<file path="config.mk">
export PLATFORM = sky130hd
export DESIGN_NAME = dmem_unit
export DESIGN_NICKNAME = d
export VERILOG_FILES = /design/src/rtl/riscv_mem_pkg.sv /design/src/rtl/dmem_lane_align.sv /design/src/rtl/dmem_unit.sv
export SDC_FILE = /design/constraint.sdc
export NUM_CORES = 2
export LEC_CHECK = 0
export ABC_CLOCK_PERIOD_IN_PS = 3950
export BUFFER_PORTS_ARGS = -buffer_cell sky130_fd_sc_hd__clkbuf_2
export CAP_MARGIN = 20
export CELL_PAD_IN_SITES_DETAIL_PLACEMENT = 0
export CELL_PAD_IN_SITES_GLOBAL_PLACEMENT = 2
export CORE_MARGIN = 3
export CORE_UTILIZATION = 45
export DETAILED_ROUTE_END_ITERATION = 12
export PLACE_DENSITY = 0.8
export SLEW_MARGIN = 20
export SYNTH_ARGS = -nofsm -noshare
export SYNTH_HDL_FRONTEND = slang
export SYNTH_HIERARCHICAL = 1
export SYNTH_SLANG_ARGS = --single-unit
</file>
<file path="constraint.sdc">
create_clock -name clk -period 3.95 [get_ports clk]
set_input_delay 0.1975 -clock clk [delete_from_list [all_inputs] [get_ports clk]]
set_output_delay 0.1975 -clock clk [all_outputs]
set_load 0.01 [all_outputs]
</file>
<file path="src/rtl/riscv_mem_pkg.sv">
// Shared definitions for the RV32 data-memory subsystem: funct3 size codes and FSM states.
package riscv_mem_pkg;

  localparam logic [2:0] F3_B  = 3'b000;
  localparam logic [2:0] F3_H  = 3'b001;
  localparam logic [2:0] F3_W  = 3'b010;
  localparam logic [2:0] F3_BU = 3'b100;
  localparam logic [2:0] F3_HU = 3'b101;

  typedef enum logic [1:0] {
    IDLE = 2'd0,
    WAIT = 2'd1,
    RESP = 2'd2
  } dmem_state_t;

endpackage

</file>
<file path="src/rtl/dmem_lane_align.sv">
// Byte-lane steering: store byte enables/replicated data and error check on the request side,
// lane extraction and sign/zero extension of the held word on the response side.
module dmem_lane_align
  import riscv_mem_pkg::*;
(
  input  logic [1:0]  addr,
  input  logic [2:0]  funct3,
  input  logic        is_store,
  input  logic [31:0] wdata,
  input  logic [1:0]  ld_addr,
  input  logic [2:0]  ld_funct3,
  input  logic [31:0] rword,
  output logic [3:0]  byte_en,
  output logic [31:0] wdata_al,
  output logic [31:0] rdata_ext,
  output logic        err
);

  logic [3:0]  be_s;
  logic [7:0]  byte_s;
  logic [15:0] half_s;

  // Request side: lane enables, replicated store data and alignment/encoding error
  always_comb begin
    be_s     = 4'b0000;
    wdata_al = wdata;
    err      = 1'b0;
    case (funct3)
      F3_B: begin
        be_s     = 4'b0001 << addr;
        wdata_al = {4{wdata[7:0]}};
      end
      F3_H: begin
        be_s     = addr[1] ? 4'b1100 : 4'b0011;
        wdata_al = {2{wdata[15:0]}};
        err      = addr[0];
      end
      F3_W: begin
        be_s = 4'b1111;
        err  = (addr != 2'b00);
      end
      F3_BU: err = is_store;
      F3_HU: err = is_store | addr[0];
      default: err = 1'b1;
    endcase
    if (err) begin
      byte_en = 4'b0000;
    end else begin
      byte_en = be_s;
    end
  end

  // Response side: pick the addressed lane of the held word and extend it
  always_comb begin
    case (ld_addr)
      2'd0:    byte_s = rword[7:0];
      2'd1:    byte_s = rword[15:8];
      2'd2:    byte_s = rword[23:16];
      2'd3:    byte_s = rword[31:24];
      default: byte_s = 8'h00;
    endcase
    half_s = ld_addr[1] ? rword[31:16] : rword[15:0];
    case (ld_funct3)
      F3_B:    rdata_ext = {{24{byte_s[7]}}, byte_s};
      F3_H:    rdata_ext = {{16{half_s[15]}}, half_s};
      F3_W:    rdata_ext = rword;
      F3_BU:   rdata_ext = {24'h000000, byte_s};
      F3_HU:   rdata_ext = {16'h0000, half_s};
      default: rdata_ext = 32'h00000000;
    endcase
  end

endmodule

</file>
<file path="src/rtl/dmem_unit.sv">
// RV32 data memory with byte/half stores, extended loads, alignment errors and a
// configurable response latency behind a request/stall handshake.
module dmem_unit
  import riscv_mem_pkg::*;
#(
  parameter int DEPTH     = 64,
  parameter int LATENCY   = 1,
  parameter     INIT_FILE = ""
) (
  input  logic        clk,
  input  logic        reset,
  input  logic        ReqM,
  input  logic        MemWriteM,
  input  logic [31:0] DataAdrM,
  input  logic [31:0] WriteDataM,
  input  logic [2:0]  Funct3M,
  output logic [31:0] ReadDataM,
  output logic        RespValidM,
  output logic        StallM,
  output logic        ErrM
);

  localparam int         AW       = $clog2(DEPTH);
  localparam logic [3:0] LAT_M1   = 4'(LATENCY - 1);
  localparam bit         MULTICYC = (LATENCY > 1);

  logic [31:0] mem [DEPTH];

  dmem_state_t state_r;
  logic [3:0]  cnt_r;
  logic [31:0] hold_r;
  logic [1:0]  hold_a_r;
  logic [2:0]  hold_f3_r;
  logic        hold_ld_r;
  logic        pend_err_r;
  logic        resp_valid_r;
  logic        err_r;

  logic [AW-1:0] idx_s;
  logic          accept_s;
  logic [3:0]    be_s;
  logic [31:0]   wdata_s;
  logic [31:0]   rdata_ext_s;
  logic          err_s;

  assign idx_s    = DataAdrM[AW+1:2];
  assign accept_s = (state_r == IDLE) && ReqM && !reset;

  dmem_lane_align u_align (
    .addr      (DataAdrM[1:0]),
    .funct3    (Funct3M),
    .is_store  (MemWriteM),
    .wdata     (WriteDataM),
    .ld_addr   (hold_a_r),
    .ld_funct3 (hold_f3_r),
    .rword     (hold_r),
    .byte_en   (be_s),
    .wdata_al  (wdata_s),
    .rdata_ext (rdata_ext_s),
    .err       (err_s)
  );

  // Store commit on the acceptance edge; the array is deliberately never reset
  always_ff @(posedge clk) begin
    for (int i = 0; i < 4; i++) begin
      if (accept_s && MemWriteM && be_s[i]) begin
        mem[idx_s][8*i +: 8] <= wdata_s[8*i +: 8];
      end
    end
  end

  // Request/response FSM with load hold register and registered response flags
  always_ff @(posedge clk) begin
    if (reset) begin
      state_r      <= IDLE;
      cnt_r        <= 4'd0;
      hold_ld_r    <= 1'b0;
      pend_err_r   <= 1'b0;
      resp_valid_r <= 1'b0;
      err_r        <= 1'b0;
    end else begin
      case (state_r)
        IDLE: begin
          resp_valid_r <= 1'b0;
          err_r        <= 1'b0;
          if (accept_s) begin
            cnt_r      <= LAT_M1;
            hold_r     <= mem[idx_s];
            hold_a_r   <= DataAdrM[1:0];
            hold_f3_r  <= Funct3M;
            hold_ld_r  <= !MemWriteM && !err_s;
            pend_err_r <= err_s;
            if (MULTICYC) begin
              state_r <= WAIT;
            end else begin
              state_r      <= RESP;
              resp_valid_r <= 1'b1;
              err_r        <= err_s;
            end
          end else begin
            state_r <= IDLE;
          end
        end
        WAIT: begin
          cnt_r <= cnt_r - 4'd1;
          if (cnt_r == 4'd1) begin
            state_r      <= RESP;
            resp_valid_r <= 1'b1;
            err_r        <= pend_err_r;
          end else begin
            state_r <= WAIT;
          end
        end
        RESP: begin
          state_r      <= IDLE;
          resp_valid_r <= 1'b0;
          err_r        <= 1'b0;
        end
        default: begin
          state_r      <= IDLE;
          resp_valid_r <= 1'b0;
          err_r        <= 1'b0;
        end
      endcase
    end
  end

  // Output data is only driven during the response pulse of a good load
  always_comb begin
    if (resp_valid_r && hold_ld_r) begin
      ReadDataM = rdata_ext_s;
    end else begin
      ReadDataM = 32'h00000000;
    end
  end

  assign RespValidM = resp_valid_r;
  assign ErrM       = err_r;
  assign StallM     = ReqM & ~resp_valid_r;

endmodule

</file>
==> flow_summary.toml <==
[layout]
drive_gt1_share_pct = 18.21
final_cell_mix = "edfxtp_1 (2085), a22oi_1 (416), buf_4 (406), nor2_1 (322), a221oi_1 (212)"
syn2layout_area_growth_pct = 14.92
nets = 5298
final_area_um2 = 93790
final.fill_count = 14343
regArea_um2 = 62810
final_common_cell = "edfxtp_1"
multi_input_area_um2 = 17110

[global_routing]
grt_use_total_pct = 28.16
grt_pass1_vias = 47955
grt_max_degree = 86
gr-total-overflow = 0
grt_pass1_wl_um = 369600
antenna_found_initial = 11

[die]
die_h_um = 431.9
dieArea_um2 = 186500
die_w_um = 431.9
io_pins = 106
num_rows = 155
core_area_um2 = 179400
initial_core_util_pct = 45.49

[cts]
cts.clk_slew.worst_paths_ps = 60
htree_levels = 4
cts_tree = "done"
clk_latency_ps = 860
cts_buffers = 203
postCtsSetupRepairBufs = 0
root_buffer = "clkbuf_16"
ctsResizeCount = 0
cts_sinks = 2095
cts_hold_buf = 21
clockBufferDepth = 3

[synth]
synth_area_um2 = 81610
synth_seq_area_share_pct = 76.96
synth_cells = 4875
avgSynthCellArea_um2 = 16.74
synth_nets = 4948
yosys.area.top_type = "edfxtp_1"
ys_seq_elements = 2095
yosys_warnings = 6
synthDistinctLibCells = 71
synth_edf_count = 2085
async_flop_share_pct = 0
synth.area.top_cells = "edfxtp_1 (77%), a22oi_1 (3.8%), mux2i_1 (2.5%)"
synth_top_area_share_pct = 76.72
synth_flop_cell = "edfxtp_1"

[critical_path]
max_stage_delay_ps = 850
worst_setup_path_end_kind = "output pin"
rrSetupSlack_ps = 800
crit_slowest_cell = "edfxtp_1"
path_cells = "mux2_4 > a21boi_2 > a211oi_1 > and3_1 > clkbuf_2"
critPathKind = "flop to output pin"
crit_fanout = 16
cp.arrival_ps = 3110
crit_family = "flip-flops"
crit_buf_inv = 1
cp.required_ps = 3750
start_kind = "flop"

[job]
maxCapViolations = 0

[sta]
final-setup-viol-count = 0
tightest_slew_ps = 1132
fin_ws_ps = 642.2
slew_headroom_pct = 24.50
clock_skew_ps = 29.97
max_freq_mhz = 302.3
grt_setup_unrepaired = "false"
drv_slew = 0
hold_violations = 0
tns_ps = 0
min_period_ps = 3308
period_share_pct = 83.74

[placement]
preCtsSetupSlack_ps = 661.1
gp_congestion = 0.8917
port_buffers = 81
dpl.hpwl_um = 169300
placed_area_um2 = 87080

[drt]
drt_pre_antenna_iters = 6
drc_errors = 0
vias_per_cell = 6.543
drt-total-wl_um = 265800
num_vias = 50807
wire_per_inst_um = 34.23
drt_iter0_markers = 7781
ant_nets = 0

[power]
p_leak_nw = 29.84
peakVddDrop_uv = 502.9
power_density_nw_per_um2 = 493.5

[status]
status = "finished, final reports clean"

[min_path]
hold_path_class = "primary input to flop"
-- through the flow --
stage | hold slack (ps) | instances | utilization (%) | total power, mW
after floorplan | 296.4 | 4875 | - | 26.56
after global placement | 453.0 | 7354 | 48.54 | 27.79
after detailed placement | 455.7 | 7354 | 48.54 | 27.83
after CTS | 7.933 | 7749 | 52.26 | 46.36
after global routing | 32.26 | 7750 | 52.26 | 47.38
final | 56.45 | 7765 | 52.28 | 46.28
-- kinds of logic after synthesis --
group                    Yosys count  share of synthesized area [%]
AO/OA/AOI/OAI                   1338                          12.18
XOR/XNOR                           1                        0.01073
adder cells (fa/ha/maj)            2                        0.03066
buffers and inverters            407                          2.362
flip-flops                      2095                          76.96
multiplexers                     317                          4.556
AND/OR/NAND/NOR                  715                          3.903
-- state kept, by name, indices dropped and copies added, names as in the netlist --
name        flops
ErrM            1
RespValidM      1
cnt_r           4
hold_a_r        2
hold_f3_r       3
hold_ld_r       1
hold_r         32
mem          2048
pend_err_r      1
state_r         2
-- worst register-to-register path, delay by kind of cell, from the launching register on --
family | cells | cell delay (ps)
buffers and inverters | 2 | 430
flip-flops | 1 | 360
AND/OR/NAND/NOR | 4 | 1980
-- cell usage after synthesis (all sizes together) (40+ instances only) --
cell type / count
a221o: 40
a22oi: 417
mux2: 80
o21ai: 71
nand2: 173
o22ai: 185
a21oi: 160
mux2i: 202
o221ai: 43
nor2: 330
a211oi: 48
nor3: 70
a221oi: 214
a22o: 49
edfxtp: 2085
buf: 214
clkbuf: 184
-- layer usage --
metal	share of wire, %	wire length, um	GRT usage (%)	up-vias
li1	-	-	-	20812
met1	38	102000	39.27	25993
met2	44	116700	41.35	3460
met3	12	32070	7.052	532
met4	5.7	15080	13.94	10
met5	0.023	62	0	-
-- final timing paths --
kind,endpoint,cells after the start,from
setup / recovery,ReadDataM[19],5,hold_a_r[1]
hold / removal,hold_f3_r[0],1,Funct3M[0]
setup reg to reg,mem[49][20],6,state_r[1]
hold reg to reg,pend_err_r,2,pend_err_r
-- layout make-up --
| type | instances | share of cell area (%) |
|---|---|---|
| Tap cell | 2355 | 3.142 |
| Timing Repair Buffer | 543 | 4.684 |
| Inverter | 9 | 0.04136 |
| Antenna cell | 16 | 0.04269 |
| Sequential cell | 2095 | 66.97 |
| Clock inverter | 121 | 1.166 |
| Multi-Input combinational cell | 2373 | 18.24 |
| Clock buffer | 253 | 5.714 |
-- power breakdown --
group | switching (mW) | total [mW] | internal (mW) | leakage (nW)
Clock | 8.34 | 18.8 | 10.5 | 3.14
Sequential | 0.0723 | 24.7 | 24.6 | 18.8
Combinational | 1.99 | 2.75 | 0.755 | 7.88
Note: power is estimated with default switching activity, not from simulation.
